## src/rtl/ace_snoop_arbiter.sv

```systemverilog
// Round-robin arbiter: NumReq snoop sources share one ACE AC/CR pair; AC registered (latency 1), CR routed in issue order.
// Optional ACE_SNOOP_ARB_ERRCHK_EN: sink stray CR beats and raise a sticky err_o on protocol errors.
module ace_snoop_arbiter #(
  parameter int NumReq         = 2,
  parameter int AddrWidth      = 64,
  parameter int MaxOutstanding = 4
) (
  input  logic                      clk_i,
  input  logic                      rst_i,
  input  logic [NumReq-1:0]         req_ac_valid_i,
  output logic [NumReq-1:0]         req_ac_ready_o,
  input  logic [NumReq*AddrWidth-1:0] req_ac_addr_i,
  input  logic [NumReq*4-1:0]       req_ac_snoop_i,
  input  logic [NumReq*3-1:0]       req_ac_prot_i,
  output logic                      ac_valid_o,
  input  logic                      ac_ready_i,
  output logic [AddrWidth-1:0]      ac_addr_o,
  output logic [3:0]                ac_snoop_o,
  output logic [2:0]                ac_prot_o,
  input  logic                      cr_valid_i,
  output logic                      cr_ready_o,
  input  logic [4:0]                cr_resp_i,
  output logic [NumReq-1:0]         req_cr_valid_o,
  input  logic [NumReq-1:0]         req_cr_ready_i,
  output logic [4:0]                req_cr_resp_o,
  output logic                      err_o
);
  localparam int IdxW = (NumReq > 1) ? $clog2(NumReq) : 1;
  localparam int PtrW = (MaxOutstanding > 1) ? $clog2(MaxOutstanding) : 1;
  localparam int CntW = $clog2(MaxOutstanding + 1);
  localparam logic [CntW-1:0] MaxCnt = CntW'(MaxOutstanding);
  localparam logic [PtrW-1:0] LastPtr = PtrW'(MaxOutstanding - 1);

  logic                 ac_valid_q, ac_valid_d;
  logic [AddrWidth-1:0] ac_addr_q, ac_addr_d;
  logic [3:0]           ac_snoop_q, ac_snoop_d;
  logic [2:0]           ac_prot_q, ac_prot_d;
  logic [IdxW-1:0]      last_grant_q, last_grant_d;
  logic [CntW-1:0]      count_q, count_d;
  logic [PtrW-1:0]      wr_ptr_q, wr_ptr_d, rd_ptr_q, rd_ptr_d;
  logic [IdxW-1:0]      id_mem_q [MaxOutstanding];

  logic            grant_vld, accept, fifo_empty, head_rdy, cr_pop;
  logic [IdxW-1:0] grant_idx, cand, head;

  assign fifo_empty = (count_q == '0);
  assign head       = id_mem_q[rd_ptr_q];

  // Search starts one past the last winner so every requester is served in turn.
  always_comb begin
    grant_vld = 1'b0;
    grant_idx = '0;
    cand      = '0;
    for (int i = 1; i <= NumReq; i++) begin
      cand = IdxW'((int'(last_grant_q) + i) % NumReq);
      if (!grant_vld && req_ac_valid_i[cand]) begin
        grant_vld = 1'b1;
        grant_idx = cand;
      end
    end
  end

  always_comb begin
    head_rdy = 1'b0;
    for (int k = 0; k < NumReq; k++) begin
      req_cr_valid_o[k] = !fifo_empty && cr_valid_i && (head == IdxW'(k));
      if (head == IdxW'(k)) head_rdy = req_cr_ready_i[k];
    end
  end

  assign req_cr_resp_o = cr_resp_i;

`ifdef ACE_SNOOP_ARB_ERRCHK_EN
  logic err_q;
  assign cr_ready_o = fifo_empty ? 1'b1 : head_rdy;
  assign err_o      = err_q;
  always_ff @(posedge clk_i) begin
    if (rst_i) begin
      err_q <= 1'b0;
    end else if (cr_valid_i && cr_ready_o && (fifo_empty || cr_resp_i[1])) begin
      err_q <= 1'b1;
    end
  end
`else
  assign cr_ready_o = fifo_empty ? 1'b0 : head_rdy;
  assign err_o      = 1'b0;
`endif

  assign cr_pop = cr_valid_i && cr_ready_o && !fifo_empty;

  // A slot freed by a CR pop in the same cycle can be reused immediately.
  assign accept = !rst_i && grant_vld && (!ac_valid_q || ac_ready_i) &&
                  ((count_q < MaxCnt) || cr_pop);

  always_comb begin
    ac_valid_d   = ac_valid_q;
    ac_addr_d    = ac_addr_q;
    ac_snoop_d   = ac_snoop_q;
    ac_prot_d    = ac_prot_q;
    last_grant_d = last_grant_q;
    wr_ptr_d     = wr_ptr_q;
    rd_ptr_d     = rd_ptr_q;
    count_d      = count_q;
    for (int k = 0; k < NumReq; k++) begin
      req_ac_ready_o[k] = accept && (grant_idx == IdxW'(k));
      if (accept && (grant_idx == IdxW'(k))) begin
        ac_addr_d  = req_ac_addr_i[k*AddrWidth +: AddrWidth];
        ac_snoop_d = req_ac_snoop_i[k*4 +: 4];
        ac_prot_d  = req_ac_prot_i[k*3 +: 3];
      end
    end
    if (accept) begin
      ac_valid_d   = 1'b1;
      last_grant_d = grant_idx;
      wr_ptr_d     = (wr_ptr_q == LastPtr) ? '0 : wr_ptr_q + PtrW'(1);
    end else if (ac_ready_i) begin
      ac_valid_d = 1'b0;
    end
    if (cr_pop) rd_ptr_d = (rd_ptr_q == LastPtr) ? '0 : rd_ptr_q + PtrW'(1);
    if (accept && !cr_pop)      count_d = count_q + CntW'(1);
    else if (!accept && cr_pop) count_d = count_q - CntW'(1);
  end

  always_ff @(posedge clk_i) begin
    if (rst_i) begin
      ac_valid_q   <= 1'b0;
      ac_addr_q    <= '0;
      ac_snoop_q   <= '0;
      ac_prot_q    <= '0;
      last_grant_q <= IdxW'(NumReq - 1);
      count_q      <= '0;
      wr_ptr_q     <= '0;
      rd_ptr_q     <= '0;
      for (int i = 0; i < MaxOutstanding; i++) id_mem_q[i] <= '0;
    end else begin
      ac_valid_q   <= ac_valid_d;
      ac_addr_q    <= ac_addr_d;
      ac_snoop_q   <= ac_snoop_d;
      ac_prot_q    <= ac_prot_d;
      last_grant_q <= last_grant_d;
      count_q      <= count_d;
      wr_ptr_q     <= wr_ptr_d;
      rd_ptr_q     <= rd_ptr_d;
      if (accept) id_mem_q[wr_ptr_q] <= grant_idx;
    end
  end

  assign ac_valid_o = ac_valid_q;
  assign ac_addr_o  = ac_addr_q;
  assign ac_snoop_o = ac_snoop_q;
  assign ac_prot_o  = ac_prot_q;
endmodule

```

## config.mk

```make
export PLATFORM = sky130hd
export DESIGN_NAME = ace_snoop_arbiter
export DESIGN_NICKNAME = d
export VERILOG_FILES = /design/src/rtl/ace_snoop_arbiter.sv
export SDC_FILE = /design/constraint.sdc
export NUM_CORES = 1
export LEC_CHECK = 0
export ABC_CLOCK_PERIOD_IN_PS = 3900
export CAP_MARGIN = 10
export CORE_UTILIZATION = 37
export DETAILED_ROUTE_END_ITERATION = 7
export PLACE_DENSITY = 0.8
export SYNTH_ARGS = -nofsm -noshare
export SYNTH_HDL_FRONTEND = slang
export SYNTH_SLANG_ARGS = --single-unit
```

## constraint.sdc

```tcl
create_clock -name clk_i -period 3.9 [get_ports clk_i]
set_clock_uncertainty 0.1 [all_clocks]
set_input_delay 0.39 -clock clk_i [delete_from_list [all_inputs] [get_ports clk_i]]
set_output_delay 0.39 -clock clk_i [all_outputs]
set_load 0.03 [all_outputs]
```

==> impl_metrics.json, run 1 <==
{
  "power.static_leakage_nw": 2.36,
  "setup_violations": 0,
  "grt_pass1_wl_um": 19200,
  "cp.required_ps": 4070,
  "fin_area_mm2": 0.00623,
  "hold_viol_final": 0,
  "period_needed_ps": 3360,
  "worstPathMaxFanout": 35,
  "drt_pass1_iterations": 4,
  "yosysTopAreaCellShare_pct": 42.6,
  "dieArea_mm2": 0.0108,
  "synth_simple_gate_area_share_pct": 24.4,
  "synth_edf_count": 4,
  "rsz0062_at_grt": "no",
  "start_util_pct": 38.7,
  "ys_warn_count": 0,
  "worstMarginPinSlew_ps": 873,
  "fp.dieH_um": 104,
  "coreArea_mm2": 0.00995,
  "first_iter_violations": 173,
  "synth.area.mux_share_pct": 1.36,
  "globalplace.congestion": 0.799,
  "synth_xor_area_share_pct": 0.455,
  "clockBufferDepth": 2,
  "path_class": "reg -> reg",
  "postSynthAreaPerCell_um2": 8.04,
  "n_antenna_cell": 0,
  "cpPeakStageDelay_ps": 510,
  "layout-drive-gt1-share_pct": 3.69,
  "peakVddDrop_v": 0.000225,
  "clkSinkCount": 86,
  "ys_ff_latch": 86,
  "clkSlewWorstSetupHoldPaths_ps": 90,
  "cts_tree": "done",
  "vias_per_cell": 5.07,
  "postCtsSetupRepairBufs": 0,
  "synth.most_common_cell": "nand2_1",
  "grt_max_degree": 80,
  "synthDistinctLibCells": 32,
  "hold_slack_ps": 346,
  "finalMaxSlewViolations": 0,
  "ioPinCount": 238,
  "synth_compound_area_share_pct": 18.0,
  "cts_made_buffers": 9,
  "synth_top_family_by_area": "simple AND/OR/NAND/NOR gates",
  "routed_wl_um": 11900,
  "drc_errors": 0,
  "setup-tns-final_ps": 0,
  "die_w_um": 104,
  "startpoint": "id_mem_q[2]",
  "cts-root-buf": "clkbuf_8",
  "wl_per_cell_um": 14.7,
  "rows": 36,
  "antenna_left": 0,
  "max_clock_freq_mhz": 298,
  "power.density_mw_per_mm2": 497,
  "grt_pass1_vias": 4035,
  "layout-area-overhead-vs-synth_pct": 61.8,
  "synthCells": 479,
  "synthTopCellsByArea": "dfxtp_1 (43%), a311oi_1 (16%), nand2_1 (15%)",
  "portBuffers": 226,
  "hold_buffers": 0,
  "worstSkewPairLatency_ps": 340,
  "synth_nets": 638,
  "maxCapViolations": 0,
  "synthesis.area_mm2": 0.00385,
  "start_kind": "register",
  "grt_overflow": 0,
  "crit_path_end_kind": "register",
  "async_flop_share_pct": 0,
  "hold_start": "rst_i",
  "status": "complete, no violations",
  "post-route-period-util_pct": 86.1,
  "rr_startpoint": "id_mem_q[2]",
  "ys_seq_area_share_pct": 45.7,
  "hold_path.class": "in -> reg",
  "slew_headroom_pct": 41.8,
  "grt_use_total_pct": 21.7,
  "place_area_mm2": 0.00602,
  "yosysTopAreaCell": "dfxtp_1",
  "path_cells": "mux4_2, mux2i_1, a211o_2, inv_4, ha_1, inv_1, fa_1, xor2_1, or3_1, a21oi_1",
  "crit_path_top_delay_cell": "mux4_2",
  "vias": 4107,
  "htreeDepth": 3,
  "synth_ff_type": "dfxtp_1",
  "cp.arrival_ps": 3530,
  "nets": 831,
  "synth_top_cells_by_count": "nand2_1 (149), nor2_1 (83), dfxtp_1 (82)",
  "place.detailed.hpwl_um": 8310,
  "synth-adder-area-share_pct": 1.49,
  "antenna_found_initial": 0,
  "cts_resized": 0
}
-- where the power goes --
part	internal [mW]	total [mW]	switching, mW	leakage, nW
clock network	0.361	0.680	0.320	0.108
logic	0.557	1.27	0.712	1.54
registers	1.05	1.15	0.0998	0.719
-- flip-flops by register name (all words and copies together), names as in the netlist, named ones only --
name	flops
rd_ptr_q	2
ac_addr_o	64
last_grant_q	1
count_q	3
ac_valid_o	1
ac_snoop_o	4
wr_ptr_q	2
ac_prot_o	3
id_mem_q	4
-- cells by family after synthesis --
group / Yosys count
fa+ha+maj: 4
other cells: 1
mux: 4
simple gates: 244
buf+inv: 55
compound gates: 83
xor+xnor: 2
flops: 86
-- worst max-delay path, delay by kind of cell, from the launching register on --
| family | cells | cell delay (ps) |
|---|---|---|
| flip-flops | 1 | 370 |
| buffers and inverters | 2 | 350 |
| XOR/XNOR | 1 | 160 |
| multiplexers | 2 | 720 |
| AO/OA/AOI/OAI | 2 | 620 |
| adder cells (fa/ha/maj) | 2 | 650 |
| AND/OR/NAND/NOR | 1 | 310 |
-- final cells by class --
cell class	instances	area, um2
fill	878	3720
tap	133	166
inverter	6	25.0
sequential	86	1760
multi-input combinational	338	1770
clock inverter	6	86.3
timing repair buffer	231	2290
clock buffer	10	128
-- routing by layer --
metal	part of all wire (%)	wire, um	track usage [%]
met3	6.0	713	5.01
met5	0	0	0
met2	50	6010	39.7
met1	41	4860	23.8
met4	3.0	354	9.59
-- through the flow --
step | std cells | utilization, % | total power, mW | setup WS (ps)
floorplan | 479 | - | 1.95 | 882
global placement | 794 | 60.5 | 2.41 | 699
detailed placement | 794 | 60.5 | 2.44 | 540
CTS | 810 | 62.6 | 3.13 | 532
global route | 810 | 62.6 | 3.28 | 351
finish | 810 | 62.6 | 3.10 | 543
-- final timing paths --
check	endpoint	slack (ps)	depth (start not counted)
setup / recovery	count_q[2]	540	10
hold / removal	wr_ptr_q[1]	350	4
setup reg to reg	count_q[2]	540	10
hold reg to reg	ac_addr_o[35]	400	2
-- placed cells by master (no fill, tap or decap), types with 2 or more instances in the layout --
cell type and count:
nand2b_1 2, dfxtp_1 82, clkinv_4 2, or3_1 2, ha_1 3, mux2i_1 3, o21ai_0 5, nand2_1 148
clkdlybuf4s50_1 225, clkbuf_8 9, bufinv_16 2, and3_1 2, a21oi_1 3, nor3_1 3, nor2_1 83, inv_1 5
edfxtp_1 4, buf_4 5, xor2_1 2, a311oi_1 70
Power figures use the tool's default switching activity.
==> inputs of run 2 (changes only) <==
--- a/config.mk
+++ b/config.mk
@@ -7,9 +7,11 @@
 export LEC_CHECK = 0
 export ABC_CLOCK_PERIOD_IN_PS = 3900
 export CAP_MARGIN = 10
-export CORE_UTILIZATION = 37
+export CORE_UTILIZATION = 38
+export CTS_BUF_LIST = sky130_fd_sc_hd__clkbuf_8
 export DETAILED_ROUTE_END_ITERATION = 7
-export PLACE_DENSITY = 0.8
+export GPL_ROUTABILITY_DRIVEN = 0
+export PLACE_DENSITY = 0.82
 export SYNTH_ARGS = -nofsm -noshare
 export SYNTH_HDL_FRONTEND = slang
 export SYNTH_SLANG_ARGS = --single-unit
==> impl_metrics.json, run 2 (synthesized netlist as in run 1, its figures left out) <==
{
  "rows": 36,
  "cts_resized": 0,
  "finalMaxSlewViolations": 0,
  "grt_use_met1_pct": 23.2,
  "layout-drive-gt1-share_pct": 3.55,
  "place_area_mm2": 0.00602,
  "path_class": "reg -> out",
  "path_cells": "mux4_2, mux2i_1, a211o_2, nor2_1, clkdlybuf4s50_1",
  "p_switching_mw": 1.12,
  "clockBufferDepth": 2,
  "power.static_leakage_nw": 2.35,
  "reg2reg_slack_ps": 570,
  "start_kind": "register",
  "vias": 4126,
  "hold_path.class": "in -> reg",
  "post-route-period-util_pct": 86.0,
  "largest_reg_flops": 64,
  "setup_violations": 0,
  "cp.buffers_inverters": 1,
  "grt_overflow": 0,
  "status": "complete, no violations",
  "fillers": 884,
  "fin_ws_ps": 545,
  "grt_max_degree": 80,
  "setup-tns-final_ps": 0,
  "worstPathMaxFanout": 11,
  "power_frac_seq_pct": 37.9,
  "first_iter_violations": 125,
  "cts_made_buffers": 9,
  "postCtsSetupRepairBufs": 0,
  "antenna_found_initial": 0,
  "cpPeakStageDelay_ps": 710,
  "intPower_mw": 1.89,
  "dieArea_mm2": 0.0105,
  "portBuffers": 226,
  "max_clock_freq_mhz": 298,
  "place_ws_ps": 604,
  "multiInputGateArea_mm2": 0.00177,
  "final_common_cell": "clkdlybuf4s50_1",
  "use_met2_pct": 38.5,
  "power.share.clock_pct": 19.9,
  "start_util_pct": 39.2,
  "cp.arrival_ps": 2860,
  "nets": 831,
  "ioPinCount": 238,
  "cp.required_ps": 3410,
  "fin_area_mm2": 0.00620,
  "cts_tree": "done",
  "drc_errors": 0,
  "wl_per_cell_um": 14.8,
  "worstMarginPinSlew_ps": 850,
  "combPwrFrac_pct": 42.2,
  "hold_slack_ps": 381,
  "layout-area-overhead-vs-synth_pct": 60.9,
  "post-route-util_pct": 63.1,
  "grt_pass1_vias": 3763,
  "worstSkewPairLatency_ps": 340,
  "grt_pass1_wl_um": 17600,
  "clkSinkCount": 86,
  "coreArea_mm2": 0.00982,
  "die_w_um": 103,
  "crit_family": "multiplexers",
  "grt_use_total_pct": 21.4,
  "crit_path_end_kind": "primary output",
  "layout_common_cells": "clkdlybuf4s50_1 (225), nand2_1 (148), nor2_1 (83), dfxtp_1 (82), a311oi_1 (70)",
  "rsz0062_at_grt": "no",
  "period_needed_ps": 3350,
  "fp.dieH_um": 103,
  "n_antenna_cell": 0,
  "maxCapViolations": 0,
  "peakVddDrop_v": 0.000188,
  "grt.busiest_layer": "met2",
  "p_sw_share_pct": 37.3,
  "antenna_left": 0,
  "power.density_mw_per_mm2": 486,
  "place.detailed.hpwl_um": 8470,
  "clkSlewWorstSetupHoldPaths_ps": 90,
  "hold_viol_final": 0,
  "vias_per_cell": 5.10,
  "drt_pass1_iterations": 4,
  "seqCellArea_mm2": 0.00176,
  "slew_headroom_pct": 43.3,
  "crit_path_top_delay_cell": "clkdlybuf4s50_1",
  "cts-root-buf": "clkbuf_8",
  "grtUsageMet3_pct": 5.76,
  "routed_wl_um": 11900,
  "hold_buffers": 0,
  "htreeDepth": 3
}
==> run 2: changes by cell type in the layout (fill, tap and decap cells not counted), sizes merged <==
cell / change
clkinv: -3
clkinvlp: +2
inv: +2
bufinv: -1
clkbuf: -1
==> run 2: final cells by class <==
cell class              instances  area share, %
inverters                       6          0.404
clock inverters                 6          0.928
well taps                     133           2.68
flip-flops and latches         86           28.4
repair buffers                231           37.0
multi-input cells             338           28.6
clock buffers                   9           2.00
==> run 2: worst register-to-register path, delay by kind of cell (launching register included) <==
kind / cells / cell delay [ps]
multiplexers: 2 / 720
AO/OA/AOI/OAI: 2 / 620
adder cells (fa/ha/maj): 2 / 610
flip-flops: 1 / 380
buffers and inverters: 2 / 330
AND/OR/NAND/NOR: 1 / 320
XOR/XNOR: 1 / 160
==> run 2: power groups by stage <==
stage | clock, mW | sequential (mW) | combinational (mW)
2_1_floorplan | 0 | 1.40 | 0.548
3_3_place_gp | 0 | 1.15 | 1.25
3_5_place_dp | 0 | 1.16 | 1.27
4_1_cts | 0.618 | 1.14 | 1.28
5_1_grt | 0.645 | 1.16 | 1.37
6_report | 0.599 | 1.14 | 1.27
==> run 2: worst paths after layout <==
kind | cells past startpoint | start | to
max | 5 | id_mem_q[3] | req_ac_ready_o[0]
min | 4 | rst_i | wr_ptr_q[1]
max reg2reg | 10 | id_mem_q[3] | count_q[2]
min reg2reg | 2 | ac_addr_o[25] | ac_addr_o[25]
==> run 2: stage by stage <==
stage | total power, mW | std cells
global placement | 2.40 | 794
floorplan | 1.95 | 479
finish | 3.01 | 809
CTS | 3.04 | 809
detailed placement | 2.44 | 794
global route | 3.18 | 809
==> run 2: per-layer routing <==
layer,routed length [um],vias to the layer above
li1,-,2026
met1,4620,1916
met2,6030,157
met3,948,27
met4,344,0
met5,0,-
